File: src/rtl/dcache_lsu.sv
// Load/store front end for the data-cache AHB controller: in-order request FIFO, one outstanding request.
// Define DCACHE_LSU_MISALIGN_CHECK_EN to report misaligned accesses with cpu_err instead of aligning them.
module dcache_lsu #(
    parameter int ADDR_LENGTH = 32,
    parameter int WORD_SIZE   = 32,
    parameter int DEPTH       = 2
) (
    input  logic                   clk,
    input  logic                   rst_n,
    input  logic                   cpu_valid,
    output logic                   cpu_ready,
    input  logic [ADDR_LENGTH-1:0] cpu_addr,
    input  logic [WORD_SIZE-1:0]   cpu_wdata,
    input  logic                   cpu_write,
    input  logic [1:0]             cpu_size,
    input  logic                   cpu_unsigned,
    output logic                   cpu_rvalid,
    output logic [WORD_SIZE-1:0]   cpu_rdata,
    output logic                   cpu_err,
    output logic                   req_valid,
    input  logic                   req_ready,
    output logic [ADDR_LENGTH-1:0] req_addr,
    output logic [WORD_SIZE-1:0]   req_wdata,
    output logic                   req_write,
    output logic [2:0]             req_size,
    input  logic                   resp_valid,
    input  logic [WORD_SIZE-1:0]   resp_rdata
);

    localparam int PW = $clog2(DEPTH);
    localparam int CW = PW + 1;

    typedef enum logic [1:0] {
        ST_IDLE  = 2'd0,
        ST_ISSUE = 2'd1,
        ST_WAIT  = 2'd2
    } state_t;

    function automatic logic is_misaligned(input logic [1:0] size, input logic [1:0] lsb);
        logic mis;
        case (size)
            2'd0:    mis = 1'b0;
            2'd1:    mis = lsb[0];
            default: mis = (lsb != 2'b00);
        endcase
        return mis;
    endfunction

    function automatic logic [WORD_SIZE-1:0] replicate_lanes(input logic [1:0] size,
                                                            input logic [WORD_SIZE-1:0] data);
        logic [WORD_SIZE-1:0] rep;
        case (size)
            2'd0:    rep = {4{data[7:0]}};
            2'd1:    rep = {2{data[15:0]}};
            default: rep = data;
        endcase
        return rep;
    endfunction

    function automatic logic [WORD_SIZE-1:0] extract_load(input logic [WORD_SIZE-1:0] word,
                                                         input logic [1:0] lsb,
                                                         input logic [1:0] size,
                                                         input logic uns);
        logic [7:0]           b;
        logic [15:0]          h;
        logic [WORD_SIZE-1:0] res;
        b = word[{lsb, 3'b000} +: 8];
        h = word[{lsb[1], 4'b0000} +: 16];
        case (size)
            2'd0:    res = {{24{~uns & b[7]}}, b};
            2'd1:    res = {{16{~uns & h[15]}}, h};
            default: res = word;
        endcase
        return res;
    endfunction

    logic [ADDR_LENGTH-1:0] addr_q_r  [DEPTH];
    logic [WORD_SIZE-1:0]   wdata_q_r [DEPTH];
    logic                   write_q_r [DEPTH];
    logic [1:0]             size_q_r  [DEPTH];
    logic                   uns_q_r   [DEPTH];
    logic                   mis_q_r   [DEPTH];
    logic [PW-1:0]          wr_ptr_r, rd_ptr_r;
    logic [CW-1:0]          count_r;
    state_t                 state_r, state_nxt_s;

    logic                   push_s, pop_s, enq_mis_s;
    logic                   done_s, done_err_s;
    logic [WORD_SIZE-1:0]   done_data_s;
    logic                   rvalid_r, err_r;
    logic [WORD_SIZE-1:0]   rdata_r;

    logic [ADDR_LENGTH-1:0] head_addr_s, eff_addr_s;
    logic [WORD_SIZE-1:0]   head_wdata_s;
    logic                   head_write_s, head_uns_s, head_mis_s;
    logic [1:0]             head_size_s;

    assign head_addr_s  = addr_q_r[rd_ptr_r];
    assign head_wdata_s = wdata_q_r[rd_ptr_r];
    assign head_write_s = write_q_r[rd_ptr_r];
    assign head_size_s  = size_q_r[rd_ptr_r];
    assign head_uns_s   = uns_q_r[rd_ptr_r];
    assign head_mis_s   = mis_q_r[rd_ptr_r];

    assign cpu_ready = (count_r != CW'(DEPTH));
    assign push_s    = cpu_valid && cpu_ready;

`ifdef DCACHE_LSU_MISALIGN_CHECK_EN
    assign enq_mis_s  = is_misaligned(cpu_size, cpu_addr[1:0]);
    assign eff_addr_s = head_addr_s;
`else
    assign enq_mis_s  = 1'b0;
    // Without the check, misaligned halves and words are silently aligned down
    always_comb begin
        eff_addr_s = head_addr_s;
        case (head_size_s)
            2'd0:    eff_addr_s = head_addr_s;
            2'd1:    eff_addr_s = {head_addr_s[ADDR_LENGTH-1:1], 1'b0};
            default: eff_addr_s = {head_addr_s[ADDR_LENGTH-1:2], 2'b00};
        endcase
    end
`endif

    // Request FIFO storage, pointers and occupancy
    always_ff @(posedge clk or negedge rst_n) begin
        if (!rst_n) begin
            for (int i = 0; i < DEPTH; i++) begin
                addr_q_r[i]  <= '0;
                wdata_q_r[i] <= '0;
                write_q_r[i] <= 1'b0;
                size_q_r[i]  <= 2'd0;
                uns_q_r[i]   <= 1'b0;
                mis_q_r[i]   <= 1'b0;
            end
            wr_ptr_r <= '0;
            rd_ptr_r <= '0;
            count_r  <= '0;
        end else begin
            if (push_s) begin
                addr_q_r[wr_ptr_r]  <= cpu_addr;
                wdata_q_r[wr_ptr_r] <= cpu_wdata;
                write_q_r[wr_ptr_r] <= cpu_write;
                size_q_r[wr_ptr_r]  <= cpu_size;
                uns_q_r[wr_ptr_r]   <= cpu_unsigned;
                mis_q_r[wr_ptr_r]   <= enq_mis_s;
                wr_ptr_r            <= wr_ptr_r + PW'(1);
            end
            if (pop_s) begin
                rd_ptr_r <= rd_ptr_r + PW'(1);
            end
            count_r <= count_r + CW'(push_s) - CW'(pop_s);
        end
    end

    // Issue FSM: next state, FIFO pop and completion generation
    always_comb begin
        state_nxt_s = state_r;
        pop_s       = 1'b0;
        done_s      = 1'b0;
        done_err_s  = 1'b0;
        done_data_s = '0;
        case (state_r)
            ST_IDLE: begin
                if (count_r != '0) begin
                    if (head_mis_s) begin
                        pop_s       = 1'b1;
                        done_s      = 1'b1;
                        done_err_s  = 1'b1;
                        state_nxt_s = ST_IDLE;
                    end else begin
                        state_nxt_s = ST_ISSUE;
                    end
                end else begin
                    state_nxt_s = ST_IDLE;
                end
            end
            ST_ISSUE: begin
                if (req_ready) begin
                    state_nxt_s = ST_WAIT;
                end else begin
                    state_nxt_s = ST_ISSUE;
                end
            end
            ST_WAIT: begin
                // Write misses come back via req_ready only, never resp_valid
                if (resp_valid || (req_ready && head_write_s)) begin
                    pop_s       = 1'b1;
                    done_s      = 1'b1;
                    done_data_s = head_write_s ? '0
                                : extract_load(resp_rdata, eff_addr_s[1:0], head_size_s, head_uns_s);
                    state_nxt_s = ST_IDLE;
                end else begin
                    state_nxt_s = ST_WAIT;
                end
            end
            default: state_nxt_s = ST_IDLE;
        endcase
    end

    // FSM state register
    always_ff @(posedge clk or negedge rst_n) begin
        if (!rst_n) begin
            state_r <= ST_IDLE;
        end else begin
            state_r <= state_nxt_s;
        end
    end

    // Registered completion toward the core
    always_ff @(posedge clk or negedge rst_n) begin
        if (!rst_n) begin
            rvalid_r <= 1'b0;
            rdata_r  <= '0;
            err_r    <= 1'b0;
        end else begin
            rvalid_r <= done_s;
            rdata_r  <= done_s ? done_data_s : '0;
            err_r    <= done_s && done_err_s;
        end
    end

    assign cpu_rvalid = rvalid_r;
    assign cpu_rdata  = rdata_r;
    assign cpu_err    = err_r;

    assign req_valid = (state_r == ST_ISSUE);
    assign req_addr  = req_valid ? eff_addr_s : '0;
    assign req_wdata = req_valid ? replicate_lanes(head_size_s, head_wdata_s) : '0;
    assign req_write = req_valid && head_write_s;
    assign req_size  = req_valid ? {1'b0, head_size_s} : 3'b000;

endmodule

File: config.mk
export PLATFORM = sky130hd
export DESIGN_NAME = dcache_lsu
export DESIGN_NICKNAME = d
export VERILOG_FILES = /design/src/rtl/dcache_lsu.sv
export SDC_FILE = /design/constraint.sdc
export NUM_CORES = 1
export LEC_CHECK = 0
export ABC_CLOCK_PERIOD_IN_PS = 2600
export BUFFER_PORTS_ARGS = -buffer_cell sky130_fd_sc_hd__buf_4
export CORE_MARGIN = 10
export CORE_UTILIZATION = 46
export CTS_CLUSTER_DIAMETER = 120
export DETAILED_ROUTE_END_ITERATION = 10
export PLACE_DENSITY_LB_ADDON = 0.25
export SLEW_MARGIN = 20
export SYNTH_ARGS = -nofsm -noshare
export SYNTH_HDL_FRONTEND = slang
export SYNTH_SLANG_ARGS = --single-unit
File: constraint.sdc
create_clock -name clk -period 2.6 [get_ports clk]
set_input_delay 0.26 -clock clk [delete_from_list [all_inputs] [get_ports clk]]
set_output_delay 0.26 -clock clk [all_outputs]
set_load 0.005 [all_outputs]
==> results.yml, run 1 <==
cts:
  cts-root-buf: "clkbuf_16"
  clockBufferDepth: 2
  htreeDepth: 4
  cts.sinks: 178
  tritoncts: "yes"
  cts_made_buffers: 17
  clock_latency_ps: 430
  cts.clk_slew.worst_paths_ps: 70
routing:
  ant_nets: 0
  dr_total_vias: 6073
  routed_via_density: 5.36
  wl_per_cell_um: 19.7
  wl_met2_um: 10700
  drc: 0
  routed.top_layer: "met4"
  met1_length_um: 9530
  drt_iter0_drc: 355
  routed_wl_um: 22300
  dr.pass1.iters: 4
  wl_met3_um: 1770
yosys:
  syn-num-nets: 792
  postSynth.asyncResetShare: 1.00
  syn_area_um2: 8340
  synth_seq_cells: 178
  ys.flop_type: "dfrtp_1"
  synth.most_common_cell: "dfrtp_1"
  synth.distinct_cells: 44
  netlist_instances: 685
  synthTopCellsByArea: "dfrtp_1 (53%), mux2_2 (18%), mux2i_1 (6.8%)"
  yosysSeqAreaShare: 0.534
  synth_top_area_frac: 0.534
  syn_avg_cell_area_um2: 12.2
  synth_common_cells: "dfrtp_1 (178), mux2_2 (136), nor2_1 (66)"
  synth_top_area_cell: "dfrtp_1"
  synth_enable_flop_cells: 0
  yosysWarnings: 0
sta:
  finalSetupViolCount: 0
  min_period_ps: 2520
  finalHoldViolCount: 0
  whs_ps: 59.4
  max_freq_ghz: 0.396
  fin_tns_setup_ps: 0
  tightestPinTransition_ps: 782
  rsz0062_at_grt: "no"
  skew_ps: 7.52
  slew_viol_final: 0
  period_share: 0.970
  slew_headroom: 0.478
setup_path:
  crit_top_cell: "buf_4"
  cp_slowest_stage_delay_ps: 580
  slowest_stage: "dfrtp_4"
  crit_fanout: 15
  arrival_ps: 2260
  end_kind: "output pin"
  start_kind: "flop"
  crit_path_cell_trace: "nand2b_1 -> buf_4 -> a221oi_1 -> nor2_1 -> buf_4"
  path_class: "flop to output pin"
  required_ps: 2340
die:
  fp.dieH_um: 155
  initial_core_util: 0.466
  die_x_um: 155
  io_pins: 209
  dieArea_um2: 23900
  rows: 49
  core_um2: 17900
placement:
  hpwl_um: 16300
  place.port_buffers: 207
  dp_cells: 1095
  gp_congestion: 0.843
grt:
  antenna_found_initial: 0
  grt_start_max_net_pins: 85
  grt_usage: 0.184
  grt_overflow: 0
  grt_pass1_vias: 6457
  grt_pass1_wl_um: 35300
power:
  leakagePower_nw: 5.03
  powerDensity_nw_per_um2: 1310
  max-vdd-ir-drop_v: 0.000592
layout:
  antennaDiodeCount: 0
  syn_to_final_growth_pct: 29.2
  fin_cells: 1132
  nets: 997
  layout-drive-gt1-share: 0.466
min_path:
  hold_path_class: "primary input to flop"
status:
  status: "complete, no violations"
job:
  cap_violations: 0
## routing by layer
layer | global-route usage | vias to the layer above
met1 | 0.227 | 2999
met3 | 0.0607 | 18
met2 | 0.299 | 198
met4 | 0.0535 | 0
met5 | 0 | -
li1 | - | 2858
## state kept, by name, indices dropped and copies added (netlist names)
signal	count
cpu_rvalid	1
cpu_err	1
rd_ptr_r	1
wr_ptr_r	1
wdata_q_r	64
state_r	2
write_q_r	2
mis_q_r	2
cpu_rdata	32
addr_q_r	64
uns_q_r	2
size_q_r	4
count_r	2
## power breakdown
| group | total, mW | switching [mW] | internal, mW |
|---|---|---|---|
| clock | 2.53 | 1.15 | 1.38 |
| sequential | 4.68 | 0.712 | 3.97 |
| combinational | 6.88 | 3.40 | 3.48 |
| total | 14.1 | 5.27 | 8.83 |
## critical path: cells and delay by family, from the launching register on
family,cells,cell delay (ps)
flip-flops,1,580
AND/OR/NAND/NOR,2,440
buffers and inverters,2,420
AO/OA/AOI/OAI,1,400
## layout by cell type, fill, tap and decap left out, types with 3 or more instances in the layout
cell,Yosys,final
a211oi_1,7,7
a221oi_1,9,9
o21ai_0,26,26
buf_12,0,3
mux2i_1,57,56
mux2_2,136,136
o221ai_1,8,8
clkbuf_16,0,17
o22ai_1,11,11
inv_1,5,5
a21oi_1,44,44
buf_4,10,227
dfrtp_1,178,177
nand2b_1,5,4
mux2_1,3,3
and2_1,4,3
a31oi_1,3,3
nor3_1,4,4
a32oi_1,4,4
mux2i_4,2,3
xnor2_1,4,4
inv_6,0,7
nor2_1,66,66
nand2_1,34,34
## kinds of logic (layout without fill, tap and decap cells)
kind of cell,Yosys count,after routing,synth area share
DFF,178,178,0.534
other,1,1,0.000450
xor gates and xnor gates,4,4,0.00420
adders and majority gates,2,2,0.00300
buffers and inverters,53,271,0.0362
AOI/OAI and AO/OA,122,122,0.0946
muxes,198,198,0.262
and+or+nand+nor,127,127,0.0656
## final timing paths
check                                     startpoint                         to  slack (ps)  cells past startpoint
max in group asynchronous                      rst_n   addr_q_r[62]$_DFFE_PN0P_        1390                      3
worst min-delay path                   cpu_wdata[30]  wdata_q_r[62]$_DFFE_PN0P_          60                      2
worst max register to register  rd_ptr_r$_DFFE_PN0P_       count_r[1]$_DFF_PN0_         340                     10
worst max-delay path            rd_ptr_r$_DFFE_PN0P_              req_wdata[20]          80                      5
worst min register to register  state_r[1]$_DFF_PN0_       state_r[0]$_DFF_PN0_         470                      1
min in group asynchronous                      rst_n  wdata_q_r[52]$_DFFE_PN0P_         450                      2
## cell type report
class,count,area (um2)
Tap cell,229,287
Inverter,6,22.5
Sequential cell,178,4460
Timing Repair Buffer,233,1800
Clock buffer,18,439
Multi-Input combinational cell,454,3620
Clock inverter,14,143
Fill cell,1517,7130
## repair_timing
action                                 4_1_cts  5_1_grt
gates resized for setup                      2        1
hold buffers                                 1        0
endpoints found under the hold margin       79        0
setup endpoints to repair                    6       12
buffers inserted                             0        4
## through the flow
step	instance area (um2)	total power [mW]	worst slack [ps]	util
3_3_place_gp	10100	11.5	414	0.566
6_report	10800	14.1	76.8	0.602
2_1_floorplan	8340	9.00	490	-
3_5_place_dp	10100	11.6	350	0.566
5_1_grt	10800	15.1	12.2	0.602
4_1_cts	10700	14.2	20.5	0.600
Note: power is estimated with default switching activity, not from simulation.
==> inputs of run 2 (changes only) <==
--- a/config.mk
+++ b/config.mk
@@ -9,9 +9,10 @@
 export BUFFER_PORTS_ARGS = -buffer_cell sky130_fd_sc_hd__buf_4
 export CORE_MARGIN = 10
 export CORE_UTILIZATION = 46
-export CTS_CLUSTER_DIAMETER = 120
+export CTS_CLUSTER_DIAMETER = 60
 export DETAILED_ROUTE_END_ITERATION = 10
 export PLACE_DENSITY_LB_ADDON = 0.25
+export RECOVER_POWER = 100
 export SLEW_MARGIN = 20
 export SYNTH_ARGS = -nofsm -noshare
 export SYNTH_HDL_FRONTEND = slang
==> run 2 against run 1 <==
Sequential share of layout area rose by 0.72 points. The run now ends with capacitance limit, slew limit left. Sequential power barely moved. Highest routed layer unchanged. Largest power group unchanged. Routed wire length decreased by 0.40%.
==> results.yml, run 2 (same netlist as run 1, synthesis figures left out) <==
status:
  status: "finished, violations left"
  violations: "capacitance limit, slew limit"
grt:
  grt_pass1_vias: 6457
  grt_usage: 0.184
  grt_start_max_net_pins: 85
  grt_overflow: 0
  grt_pass1_wl_um: 35300
  antenna_found_initial: 0
sta:
  period_share: 0.948
  max_freq_ghz: 0.406
  tightestPinTransition_ps: 1860
  skew_ps: 10.4
  whs_ps: 58.9
  fin_tns_setup_ps: 0
  min_period_ps: 2470
  slew_viol_final: 84
  finalSetupViolCount: 0
  finalHoldViolCount: 0
  slew_headroom: -0.239
  rsz0062_at_grt: "no"
power:
  max-vdd-ir-drop_v: 0.000591
  p_total_mw: 13.8
  leakagePower_nw: 4.86
  powerDensity_nw_per_um2: 1310
setup_path:
  path_class: "flop to output pin"
  cp_slowest_stage_delay_ps: 540
  slowest_stage: "dfrtp_4"
  crit_path_cell_trace: "mux2i_2 -> buf_4 -> nand2_1 -> nor2_1 -> buf_4"
  end_kind: "output pin"
  crit_top_cell: "buf_4"
  start_kind: "flop"
  arrival_ps: 2210
  crit_buf_inv: 2
  crit_fanout: 20
  required_ps: 2340
  cpLargestDelayFamily: "flip-flops"
placement:
  hpwl_um: 16300
  gp_congestion: 0.843
  place.port_buffers: 207
cts:
  clock_latency_ps: 430
  cts.clk_slew.worst_paths_ps: 70
  cts.sinks: 178
  cts_made_buffers: 17
  tritoncts: "yes"
  cts-root-buf: "clkbuf_16"
  clockBufferDepth: 2
  htreeDepth: 4
die:
  rows: 49
  dieArea_um2: 23900
  core_um2: 17900
  initial_core_util: 0.466
  die_x_um: 155
  fp.dieH_um: 155
  io_pins: 209
layout:
  antennaDiodeCount: 0
  post-route-util: 0.591
  layout-drive-gt1-share: 0.427
  final_cell_mix: "dfrtp_1 (177), mux2_2 (134), buf_4 (134)"
  nets: 997
  syn_to_final_growth_pct: 27.0
  mostFrequentLayoutCell: "dfrtp_1"
routing:
  routed_via_density: 5.38
  dr_total_vias: 6090
  dr.pass1.iters: 5
  drt_iter0_drc: 327
  ant_nets: 0
  drc: 0
  wl_per_cell_um: 19.6
  routed_wl_um: 22200
job:
  cap_violations: 1
min_path:
  hold_path_class: "primary input to flop"
run 2: cell count changes in the layout (fill, tap and decap cells not counted), sizes merged:
cell,before,now
clkbuf,18,113
buf,232,137
run 2: where the power goes:
part	total [mW]	leakage [nW]	internal [mW]	switching (mW)
clock network	2.53	0.283	1.38	1.15
logic	6.65	2.40	3.28	3.37
registers	4.66	2.17	3.97	0.696
run 2: through the flow:
stage | cells | area, um2 | setup WS, ps
after floorplan | 685 | 8340 | 490
after global placement | 1095 | 10100 | 414
after detailed placement | 1095 | 10100 | 350
after CTS | 1128 | 10700 | 20.5
after global routing | 1132 | 10600 | 16.5
final | 1132 | 10600 | 135
run 2: layout make-up:
class / instances / area (um2)
fillers: 1562 / 7320
flip-flops and latches: 178 / 4460
multi-input cells: 454 / 3590
repair buffers: 233 / 1650
clock buffers: 18 / 439
well taps: 229 / 287
clock inverters: 14 / 143
inverters: 6 / 22.5
run 2: worst paths after layout:
check,startpoint,end,slack [ps],cells after the start
setup / recovery,rd_ptr_r$_DFFE_PN0P_,req_addr[1],130,5
hold / removal,cpu_wdata[30],wdata_q_r[62]$_DFFE_PN0P_,60,2
setup reg to reg,count_r[0]$_DFF_PN0_,addr_q_r[53]$_DFFE_PN0P_,280,5
hold reg to reg,state_r[1]$_DFF_PN0_,state_r[0]$_DFF_PN0_,470,1
max in group asynchronous,rst_n,addr_q_r[40]$_DFFE_PN0P_,410,3
min in group asynchronous,rst_n,wdata_q_r[52]$_DFFE_PN0P_,900,2
run 2: what timing repair did:
item	4_1_cts	5_1_grt
endpoints found under the setup margin	6	12
hold buffers	1	0
gates resized for setup	2	1
hold endpoints to repair	79	0
setup buffers	0	4
run 2: routing by layer:
metal	vias to the layer above	GRT usage	wire [um]
met4	0	0.0535	232
li1	2864	-	-
met1	3023	0.227	9480
met2	185	0.299	10800
met5	-	0	0
met3	18	0.0607	1730
run 2: worst reg2reg max path, cell delays in order (launching register included):
cell,delay [ps]
dfrtp_1,390
nand2b_1,180
nand2_1,160
nor2_4,120
clkbuf_2,890
mux2_2,470
==> inputs of run 3 (changes only) <==
==> constraint.sdc (replaced) <==
create_clock -name clk -period 2.6 [get_ports clk]
set_input_delay 0.52 -clock clk [delete_from_list [all_inputs] [get_ports clk]]
set_output_delay 0.52 -clock clk [all_outputs]
set_load 0.005 [all_outputs]
==> run 3 against run 2 <==
The flow now finishes without violations. Via count up 0.76%. Highest routed layer unchanged. Critical endpoint is now req_wdata[30]. Register-to-register slack got worse by 40 ps. Worst setup slack worse by 77 ps.
==> results.yml, run 3 (same netlist as run 1, synthesis figures left out) <==
cts:
  tritoncts: "yes"
  htreeDepth: 4
  cts.sinks: 178
  cts-root-buf: "clkbuf_16"
  cts_made_buffers: 17
  cts.clk_slew.worst_paths_ps: 70
  hold_buffers: 0
  clock_latency_ps: 430
  clockBufferDepth: 2
sta:
  period_share: 0.978
  fin_tns_setup_ps: 0
  finalHoldViolCount: 0
  slew_headroom: 0.0642
  min_period_ps: 2540
  tightestPinTransition_ps: 1400
  max_freq_ghz: 0.393
  skew_ps: 10.1
  fin_ws_ps: 57.9
  rsz0062_at_grt: "yes"
  slew_viol_final: 0
  finalSetupViolCount: 0
status:
  status: "complete, no violations"
setup_path:
  path_class: "flop to output pin"
  cp_slowest_stage_delay_ps: 560
  critPathLaunch: "rd_ptr_r$_DFFE_PN0P_"
  end_kind: "output pin"
  required_ps: 2080
  slowest_stage: "dfrtp_4"
  crit_fanout: 16
  r2r_start: "rd_ptr_r$_DFFE_PN0P_"
  arrival_ps: 2020
  start_kind: "flop"
  cpLargestDelayFamily: "flip-flops"
  crit_buf_inv: 2
  crit_path_cell_trace: "buf_8 -> mux2i_1 -> nor2_2 -> nor2_1 -> a311oi_1 -> buf_4"
die:
  rows: 49
  core_um2: 17900
  io_pins: 209
  dieArea_um2: 23900
  die_x_um: 155
  initial_core_util: 0.466
  fp.dieH_um: 155
grt:
  grt_pass1_wl_um: 35200
  grt_usage: 0.183
  antenna_found_initial: 1
  met2_usage: 0.292
  grt_pass1_vias: 6343
  grt_start_max_net_pins: 70
  gr-usage-met3: 0.0621
  grt-busiest-layer: "met2"
  grt_use_met1: 0.227
  grt_overflow: 0
placement:
  place.port_buffers: 207
  hpwl_um: 16200
  gp_congestion: 0.868
  dpl_worst_slack_ps: 212
  place_area_um2: 10200
routing:
  dr_total_vias: 6136
  drt_iter0_drc: 282
  wl_per_cell_um: 19.9
  ant_nets: 0
  routed_via_density: 5.43
  drc: 0
  routed_wl_um: 22400
  dr.pass1.iters: 6
power:
  clkPwrFrac: 0.176
  max-vdd-ir-drop_v: 0.000753
  seqPwrFrac: 0.329
  combPwrFrac: 0.495
  switching_power_mw: 5.29
  p_total_mw: 14.2
  leakagePower_nw: 5.00
  powerDensity_nw_per_um2: 1320
  p_int_mw: 8.91
  p_sw_frac: 0.372
layout:
  final_area_um2: 10800
  layout-drive-gt1-share: 0.477
  nets: 993
  post-route-util: 0.602
  syn_to_final_growth_pct: 29.2
  final_cell_mix: "buf_4 (221), dfrtp_1 (177), mux2_2 (135)"
  mostFrequentLayoutCell: "buf_4"
min_path:
  worstHoldStart: "cpu_wdata[30]"
  hold_path_class: "primary input to flop"
job:
  cap_violations: 0
run 3: path summary, 6_finish.rpt:
| check | end | slack, ps | cells past startpoint |
|---|---|---|---|
| hold / removal | wdata_q_r[62]$_DFFE_PN0P_ | 320 | 2 |
| setup / recovery | req_wdata[30] | 60 | 6 |
| min in group asynchronous | cpu_rdata[17]$_DFF_PN0_ | 420 | 1 |
| setup reg to reg | count_r[1]$_DFF_PN0_ | 240 | 10 |
| hold reg to reg | state_r[0]$_DFF_PN0_ | 470 | 1 |
| max in group asynchronous | rd_ptr_r$_DFFE_PN0P_ | 490 | 2 |
run 3: cell type report:
class | count | area, um2
Multi-Input combinational cell | 454 | 3660
Inverter | 6 | 25.0
Tap cell | 229 | 287
Sequential cell | 178 | 4460
Timing Repair Buffer | 229 | 1760
Fill cell | 1495 | 7130
Clock inverter | 13 | 128
Antenna cell | 1 | 2.50
Clock buffer | 19 | 453
run 3: metal layers:
| layer | wire (um) | share of wire | vias up |
|---|---|---|---|
| met1 | 9580 | 0.43 | 3058 |
| met4 | 381 | 0.017 | 0 |
| met2 | 10700 | 0.48 | 199 |
| li1 | - | - | 2850 |
| met5 | 0 | 0 | - |
| met3 | 1740 | 0.078 | 29 |
run 3: worst reg2reg max path, delay by kind of cell (launching register included):
kind            cells  cell delay [ps]
flops               1              530
mux                 1              370
fa+ha+maj           2              460
xor+xnor            2              300
compound gates      2              300
simple gates        1               60
buf+inv             2              270
run 3: per-stage QoR:
step | cells | hold slack [ps]
6_report | 1129 | 320
3_3_place_gp | 1093 | 461
2_1_floorplan | 685 | 224
5_1_grt | 1128 | 306
3_5_place_dp | 1093 | 469
4_1_cts | 1127 | 72.3
run 3: repair_timing:
| item | CTS | global route |
|---|---|---|
| endpoints found under the setup margin | 55 | 25 |
| hold endpoints to repair | 0 | 0 |
| resized for setup | 7 | 14 |
| pin swaps | 1 | 1 |
| buffers inserted | 2 | 1 |
run 3: power groups by stage:
stage / Combinational [mW] / Sequential (mW) / Clock [mW]
final: 7.03 / 4.68 / 2.49
after global routing: 7.66 / 4.82 / 2.69
after CTS: 7.00 / 4.67 / 2.55
after detailed placement: 6.88 / 4.73 / 0
after global placement: 6.79 / 4.72 / 0
after floorplan: 4.52 / 4.48 / 0
